==> config.mk <==
export PLATFORM = sky130hd
export DESIGN_NAME = bcd_updown_ndigit
export DESIGN_NICKNAME = d
export VERILOG_FILES = /design/src/rtl/bcd_updown_ndigit_pkg.sv /design/src/rtl/bcd_updown_ndigit_digit_cell.sv /design/src/rtl/bcd_updown_ndigit.sv
export SDC_FILE = /design/constraint.sdc
export NUM_CORES = 1
export LEC_CHECK = 0
export BUFFER_PORTS_ARGS = -buffer_cell sky130_fd_sc_hd__buf_4
export CORE_ASPECT_RATIO = 0.75
export CORE_UTILIZATION = 55
export CTS_CLUSTER_DIAMETER = 60
export CTS_CLUSTER_SIZE = 25
export DETAILED_ROUTE_END_ITERATION = 10
export PLACE_DENSITY = 0.75
export SYNTH_ARGS = -nofsm -noshare
export SYNTH_HDL_FRONTEND = slang
export SYNTH_SLANG_ARGS = --single-unit
==> constraint.sdc <==
create_clock -name clk100Mhz -period 5.5 [get_ports clk100Mhz]
set_input_delay 0.55 -clock clk100Mhz [delete_from_list [all_inputs] [get_ports clk100Mhz]]
set_output_delay 0.55 -clock clk100Mhz [all_outputs]
set_load 0.03 [all_outputs]
==> src/rtl/bcd_updown_ndigit_pkg.sv <==
// bcd_updown_ndigit_pkg
// Shared constants, types and helpers for the N-digit BCD up/down counter.
// There are no ports. The package provides:
//   DIGIT_W      bits per BCD digit
//   BCD_MAX      largest legal digit value (9)
//   BCD_MIN      smallest legal digit value (0)
//   bcd_digit_t  one BCD digit
//   clamp_digit  maps any 4-bit value onto a legal BCD digit
//   step_digit   gives the next digit value in a count direction
package bcd_updown_ndigit_pkg;

  localparam int DIGIT_W = 4;

  localparam logic [DIGIT_W-1:0] BCD_MAX = 4'd9;
  localparam logic [DIGIT_W-1:0] BCD_MIN = 4'd0;

  typedef logic [DIGIT_W-1:0] bcd_digit_t;

  // Codes above 9 (A..F) are not BCD. A load saturates them to 9 so that an
  // illegal code never reaches a stored digit.
  function automatic bcd_digit_t clamp_digit(input bcd_digit_t value);
    return (value > BCD_MAX) ? BCD_MAX : value;
  endfunction

  // One BCD step with digit-level wrap: 9 -> 0 going up, 0 -> 9 going down.
  // Out-of-range inputs are folded onto the matching wrap value. The stored
  // digit can never actually hold such a value.
  function automatic bcd_digit_t step_digit(input bcd_digit_t value, input logic up);
    bcd_digit_t next;
    if (up) begin
      next = (value >= BCD_MAX) ? BCD_MIN : value + 4'd1;
    end else begin
      next = (value == BCD_MIN || value > BCD_MAX) ? BCD_MAX : value - 4'd1;
    end
    return next;
  endfunction

endpackage

==> src/rtl/bcd_updown_ndigit_digit_cell.sv <==
// bcd_digit_cell
// A single BCD digit of the cascaded up/down counter.
// Ports:
//   clk100Mhz   system clock, rising edge
//   CLR         asynchronous active-low reset; clears the digit to 0
//   load_value  parallel load value for this digit (clamped to 9)
//   load        synchronous load; takes priority over stepping
//   step        counter-wide step enable for this cycle
//   up          direction: 1 = increment, 0 = decrement
//   carry_in    carry (up) or borrow (down) from the next lower digit
//   digit       current digit value, registered
//   carry_out   carry/borrow to the next higher digit (combinational)
module bcd_digit_cell
  import bcd_updown_ndigit_pkg::*;
(
  input  logic       clk100Mhz,
  input  logic       CLR,
  input  bcd_digit_t load_value,
  input  logic       load,
  input  logic       step,
  input  logic       up,
  input  logic       carry_in,
  output bcd_digit_t digit,
  output logic       carry_out
);

  bcd_digit_t digit_next;

  assign digit_next = step_digit(digit, up);

  // This digit only moves when the whole counter steps and every lower digit
  // is sitting at its terminal value for the current direction.
  always_ff @(posedge clk100Mhz or negedge CLR) begin
    if (!CLR) begin
      digit <= BCD_MIN;
    end else if (load) begin
      digit <= clamp_digit(load_value);
    end else if (step && carry_in) begin
      digit <= digit_next;
    end
  end

  // The chain is combinational from the digit values and up. It is not
  // gated by step, so its final output doubles as the terminal-count detector.
  assign carry_out = carry_in & (up ? (digit == BCD_MAX) : (digit == BCD_MIN));

endmodule

==> src/rtl/bcd_updown_ndigit.sv <==
// bcd_updown_ndigit
// N-digit cascaded BCD up/down counter with a free-running prescaler,
// parallel load with per-digit clamping, and either saturating or wrapping
// behaviour at the terminal count.
// Parameters:
//   NDIGITS    number of BCD digits (1..8)
//   DIV_WIDTH  prescaler width; one tick every 2^DIV_WIDTH clocks (1..32)
//   WRAP       0 = hold at the terminal value, 1 = wrap 0 <-> all 9s
// Ports:
//   clk100Mhz  system clock, rising edge
//   CLR        asynchronous active-low reset
//   D          parallel load value; digit k is D[4k+3:4k]
//   ENABLE     count enable, only sampled on tick cycles
//   LOAD       synchronous load request; wins over counting
//   UP         direction: 1 = increment, 0 = decrement
//   Q          current BCD count, registered
//   TICK       one-cycle pulse when the prescaler is all ones
//   AT_LIMIT   Q is all 9s going up, or all 0s going down
//   CO         one-cycle pulse after a counting tick taken at the limit
module bcd_updown_ndigit
  import bcd_updown_ndigit_pkg::*;
#(
  parameter int NDIGITS   = 2,
  parameter int DIV_WIDTH = 27,
  parameter int WRAP      = 0
) (
  input  logic                       clk100Mhz,
  input  logic                       CLR,
  input  logic [DIGIT_W*NDIGITS-1:0] D,
  input  logic                       ENABLE,
  input  logic                       LOAD,
  input  logic                       UP,
  output logic [DIGIT_W*NDIGITS-1:0] Q,
  output logic                       TICK,
  output logic                       AT_LIMIT,
  output logic                       CO
);

  localparam logic WRAP_EN = (WRAP != 0);

  logic [DIV_WIDTH-1:0] prescaler;
  logic [NDIGITS:0]     carry;
  logic                 count_tick;
  logic                 step;

  // The prescaler is a plain free-running counter. Counting uses it as a
  // qualifier so that everything stays in the single clk100Mhz domain.
  always_ff @(posedge clk100Mhz or negedge CLR) begin
    if (!CLR) begin
      prescaler <= '0;
    end else begin
      prescaler <= prescaler + DIV_WIDTH'(1);
    end
  end

  // The prescaler is already cleared while CLR is low. CLR also gates TICK
  // directly, so the pulse cannot be seen while reset is asserted.
  assign TICK = CLR & (&prescaler);

  // With carry[0] tied high, the top of the chain is 1 exactly when every
  // digit sits at 9 (up) or at 0 (down). That is the limit condition.
  assign carry[0] = 1'b1;
  assign AT_LIMIT = carry[NDIGITS];

  assign count_tick = TICK & ENABLE & ~LOAD;

  // In saturate mode the step is suppressed at the limit so that Q holds.
  // In wrap mode the normal digit rollover already produces 0 or all 9s.
  assign step = count_tick & (WRAP_EN | ~AT_LIMIT);

  for (genvar k = 0; k < NDIGITS; k++) begin : g_digit
    bcd_digit_cell u_digit (
      .clk100Mhz  (clk100Mhz),
      .CLR        (CLR),
      .load_value (D[DIGIT_W*k +: DIGIT_W]),
      .load       (LOAD),
      .step       (step),
      .up         (UP),
      .carry_in   (carry[k]),
      .digit      (Q[DIGIT_W*k +: DIGIT_W]),
      .carry_out  (carry[k+1])
    );
  end

  // CO marks a counting tick taken while at the limit. A load in the same
  // cycle cancels the count, so LOAD keeps CO low as well.
  always_ff @(posedge clk100Mhz or negedge CLR) begin
    if (!CLR) begin
      CO <= 1'b0;
    end else begin
      CO <= count_tick & AT_LIMIT;
    end
  end

endmodule
== After elaboration in Yosys (flattened, before gate mapping) ==
Index checks and enable logic that the tools add are counted.
Operators by class
  bitwise logic cells: 8
  $add $sub $neg: 5
  $lt $le $gt $ge: 6
  reduce and logical (&&, ||, !) cells: 8
  equal/unequal tests: 2
  muxes and demuxes: 14
Operator list (number)
  2-to-1 mux 4 bit: 12
  adder 27 x 1 -> 27 bit (second input constant): 1
  AND reduction 27 bit: 1
  greater-than comparator 4 bit (second input constant): 4
  adder 4 x 1 -> 4 bit (second input constant): 2
  equality test 4 bit (second input constant): 2
  >= comparator 4 bit (second input constant): 2
  zero test 4 bit: 2
  subtractor 4 x 1 -> 4 bit (second input constant): 2
  AND 1 bit: 6
  nonzero test 2 bit: 2
  logical OR 1 bit: 2
  2-to-1 mux 1 bit: 2
  inverter 1 bit: 2
  logical AND 1 bit: 1
Storage, ports and cells
  output and inout port bits: 11
  bits in registers: 36
  word-level logic and storage cells: 47

== Longest topological paths before layout ==
  depth after elaboration: 8
  mapped depth: 7

== Hierarchy ==
From an unflattened synthesis, not the netlist that was laid out.
Unflattened totals
  cell total of the unflattened synthesis: 225
  area total of the unflattened synthesis: 2207.1 um^2
Modules (own cells, without submodules)
  bcd_updown_ndigit: instances 1, cells an instance 111, sequential area each 700.7 um^2, area an instance 1268.7 um^2
  bcd_digit_cell: instances 2, cells an instance 57, sequential area each 100.1 um^2, area an instance 469.2 um^2

== Least setup slack after synthesis ==
OpenSTA, ideal clock, no wires.
  path kind: register to register
  start point: reg g_digit[1].u_digit.digit[0]
  end point: reg g_digit[0].u_digit.digit[0]
  data required time: 5.368 ns
  buffers on the path: 0
  arrival: 2.385 ns
  setup slack: 2.983 ns
  stages on the path, launching flop included: 8
  cells stage by stage: dfrtp_1 inv_1 ha_1 or4b_4 a221oi_4 nand4b_4 mux2i_1 o21ai_1
On the way
  longest elaborated chain between the ends: 6
RTL lines
  from (decl): line bcd_updown_ndigit_digit_cell.sv:23  | output bcd_digit_t digit,
  from (signal assigned): line bcd_updown_ndigit_digit_cell.sv:37  | digit <= clamp_digit(load_value);
  from (signal assigned): line bcd_updown_ndigit_digit_cell.sv:39  | digit <= digit_next;
  equality test 4 bit / zero test 4 bit (equally long branches): line bcd_updown_ndigit_digit_cell.sv:45  | assign carry_out = carry_in & (up ? (digit == BCD_MAX) : (digit == BCD_MIN));
  2-to-1 mux 1 bit *: line bcd_updown_ndigit_digit_cell.sv:45
  AND 1 bit *: line bcd_updown_ndigit_digit_cell.sv:45
  net AT_LIMIT: line bcd_updown_ndigit.sv:35  | output logic AT_LIMIT,
  inverter 1 bit *: line bcd_updown_ndigit.sv:69  | assign step = count_tick & (WRAP_EN | ~AT_LIMIT);
  AND 1 bit *: line bcd_updown_ndigit.sv:69
  nonzero test 2 bit (no line) *
  to (signal assigned): line bcd_updown_ndigit_digit_cell.sv:37
  to (signal assigned): line bcd_updown_ndigit_digit_cell.sv:39
  to (decl): line bcd_updown_ndigit_digit_cell.sv:23
Mark *: on every way through the listed nets, which the timed path passes. The rest lies on a longest branch.
A chain may end at the register's enable or synchronous reset.

== Worst setup path in the final report ==
  start point: reg g_digit[1].u_digit.digit[0]
  end point: out AT_LIMIT
On the way
  longest elaborated chain between the ends: 3
RTL lines (line)
  equality test 4 bit / zero test 4 bit (equally long branches): bcd_updown_ndigit_digit_cell.sv:45
  2-to-1 mux 1 bit *: bcd_updown_ndigit_digit_cell.sv:45
  AND 1 bit *: bcd_updown_ndigit_digit_cell.sv:45
  to (decl): bcd_updown_ndigit.sv:35
Mark *: on every way between the ends. The rest lies on a longest branch, timed or not.

==> summary.md <==
| Metric | Value |
|---|---|
| Worst rel slew slack | 63.06% |
| Die Y | 56.78 µm |
| Initial antenna violation count | 0 |
| Cell family with most CP delay | simple AND/OR/NAND/NOR gates |
| Core area | 0.003732 mm² |
| Mapped Cells | 222 |
| Tcrit/Tclk final | 50.04% |
| CP Buf/Inv Count | 2 |
| Clock slew at reported path FFs | 0.07 ns |
| PwrDens | 268.7 mW/mm² |
| Final std cells w/o fill | 298 |
| Peak per-stage delay on the critical path | 0.51 ns |
| Vias/cell | 5.493 |
| First-pass GRT wire length | 7024 µm |
| Synth Flop Type | dfrtp_1 |
| Most frequent cells in the layout | dfrtp_1, buf_4, xnor2_1 |
| Via Count | 1637 |
| FP Rows | 19 |
| Max-slew violations | 0 |
| Worst EP arrival | 2.20 ns |
| Clock Path Buffers | 2 |
| Post-Syn Area | 0.002201 mm² |
| RSZ-0062 raised after global routing | no |
| H-tree depth | 2 |
| Crit path max-delay cell type | or4b_4 |
| Clk_lat worst skew | 0.28 ns |
| Status | complete, no violations |
| Global route overflow | 0 |
| R2R Setup Slk | 3.15 ns |
| FF/Latch Area | 900.9 µm² |
| Final Wtd Congestion | 0.8983 |
| Final wirelength | 4181 µm |
| Vias in the first global route | 1481 |
| CTS tree | built |
| Multi-input gate area | 0.001229 mm² |
| Synth Register Bits | 36 |
| Clk sinks | 36 |
| Warnings from Yosys | 0 |
| Syn_nets | 243 |
| DRT iter0 DRCs | 74 |
| Drt pass-1 iters | 4 |
| Max cap viols | 0 |
| # hold bufs at CTS | 0 |
| Layout overhead on the synthesized area | 14.33% |
| Pleak | 1.212 nW |
| Post-DR wirelength/cell | 14.03 µm |
| Final Setup Violations | 0 |
| Layout Nets | 266 |
| Average size of a mapped cell | 9.914 µm² |
| Die width | 75.05 µm |
| Post-cts resize count | 0 |
| Commonest non-fill, non-tap cell in the layout | dfrtp_1 |
| Cells on worst reg2reg path | 7 |
| Required time of the critical path | 4.95 ns |
| Remaining antenna violation count | 0 |
| Postcts setup bufs | 0 |
| Die footprint | 0.004261 mm² |
| Reg-to-Reg Start | g_digit[1].u_digit.digit[0] |
| Sequential cell area fraction in the yosys report | 40.93% |
| Hold crit path type | in2async |
| Placed cell count | 290 |
| Hold Violations, Final | 0 |
| Clock Skews | 0.007912 ns |
| Number of flops mapped to enable cells by yosys | 0 |
| N_diodes | 0 |
| Initial Util | 58.97% |
| Fraction of registers with async set/reset | 100.0% |
| Tot GR Track Use | 22.29% |
| Actual slew at the worst max-slew pin | 0.5500 ns |
| Root buf cell | clkbuf_8 |
| Highest clock rate | 0.3634 GHz |
| Post-DP HPWL | 3022 µm |
| Num CTS Buffers | 5 |
| PortBufs | 23 |
| Crit end category | output pin |
| Setup TNS after final layout | 0 ns |
| Crit path cell chain | inv_1 > ha_1 > or4b_4 > a221oi_4 > buf_4 |
| Post-synth cell types | 50 |
| FF-to-FF End | g_digit[1].u_digit.digit[0] |
| Period minus WS final | 2.752 ns |
| Setup CP Type | reg2out |
| Worst Path Max Fanout | 8 |
| # IOs | 24 |
| Peak supply drop | 0.2854 mV |
| Pin count of the biggest net entering global routing | 39 |
| Filler instances | 312 |
| Startpoint types | flip-flop |
| Share of layout cells above drive strength 1 | 17.89% |
| DRC violations left | 0 |
## registers in the layout (all words and copies together) (netlist names)
| signal | count |
|---|---|
| g_digit.u_digit.digit | 8 |
| prescaler | 27 |
| CO | 1 |
## cells by family (layout without fill, tap and decap cells)
| group | after synthesis | count (layout) | share of synthesized area, % |
|---|---|---|---|
| XOR/XNOR | 25 | 25 | 9.949 |
| flip-flops | 36 | 36 | 40.93 |
| adder cells (fa/ha/maj) | 8 | 8 | 4.548 |
| buffers and inverters | 18 | 42 | 3.241 |
| AO/OA/AOI/OAI | 39 | 39 | 13.07 |
| AND/OR/NAND/NOR | 87 | 87 | 23.99 |
| multiplexers | 9 | 9 | 4.264 |
## power breakdown
group / total [mW] / switching, mW / internal [mW]
registers: 0.297 / 0.0228 / 0.274
clock network: 0.224 / 0.0891 / 0.134
logic: 0.156 / 0.0871 / 0.0685
## cells in the mapped netlist, types with 4 or more instances
| cell type | instances | area (µm²) |
|---|---|---|
| nand4_1 | 6 | 37.54 |
| o21ai_0 | 5 | 25.02 |
| dfrtp_1 | 36 | 900.9 |
| nand3_1 | 15 | 75.07 |
| or2_2 | 4 | 25.02 |
| ha_1 | 8 | 100.1 |
| a21oi_1 | 5 | 25.02 |
| nand2_1 | 15 | 56.30 |
| a31oi_1 | 4 | 25.02 |
| nor2_1 | 17 | 63.81 |
| xnor2_1 | 19 | 166.4 |
| o31a_1 | 4 | 35.03 |
| inv_1 | 11 | 41.29 |
| mux2i_1 | 6 | 60.06 |
| xor2_1 | 6 | 52.55 |
## how the worst max path moves through the flow
stage	startpoint	to	slack, ns	depth (start not counted)
2_1_floorplan	g_digit[1].u_digit.digit[0]	g_digit[0].u_digit.digit[0]	2.98	7
3_3_place_gp	g_digit[1].u_digit.digit[0]	AT_LIMIT	3.10	5
3_5_place_dp	g_digit[1].u_digit.digit[0]	AT_LIMIT	3.06	5
4_1_cts	g_digit[1].u_digit.digit[0]	AT_LIMIT	2.75	5
5_1_grt	g_digit[1].u_digit.digit[0]	AT_LIMIT	2.66	5
6_report	g_digit[1].u_digit.digit[0]	AT_LIMIT	2.75	5
## layout make-up
| cell class | instances | area share [%] |
|---|---|---|
| Inverter | 11 | 1.641 |
| Timing Repair Buffer | 23 | 6.862 |
| Clock buffer | 6 | 2.884 |
| Clock inverter | 2 | 1.392 |
| Tap cell | 52 | 2.586 |
| Sequential cell | 36 | 35.80 |
| Multi-Input combinational cell | 168 | 48.83 |
## metrics by stage
stage	hold slack [ns]	util, %	total power, mW	cell area (µm²)	setup WS [ns]
6_report	0.2142	67.42	0.6760	2516	2.748
5_1_grt	0.2484	67.42	0.7126	2516	2.656
4_1_cts	0.2321	67.42	0.6806	2516	2.755
3_5_place_dp	0.4613	64.53	0.4542	2409	3.064
3_3_place_gp	0.4555	64.53	0.4551	2409	3.100
2_1_floorplan	0.2544	-	0.4078	2201	2.983
## worst reg2reg max path: stages, from the launching register on
cell and delay, ns:
dfrtp_1 0.46, inv_1 0.13, ha_1 0.27, or4b_4 0.51, nand3b_1 0.10, a211oi_1 0.07
a21oi_2 0.33, mux2_2 0.38
## routing by layer
metal,wire (µm),up-vias,GRT usage [%]
li1,-,841,-
met1,2226,768,34.60
met2,1760,22,29.86
met3,145,6,5.386
met4,48,0,7.278
met5,0,-,0
Power figures use the tool's default switching activity.
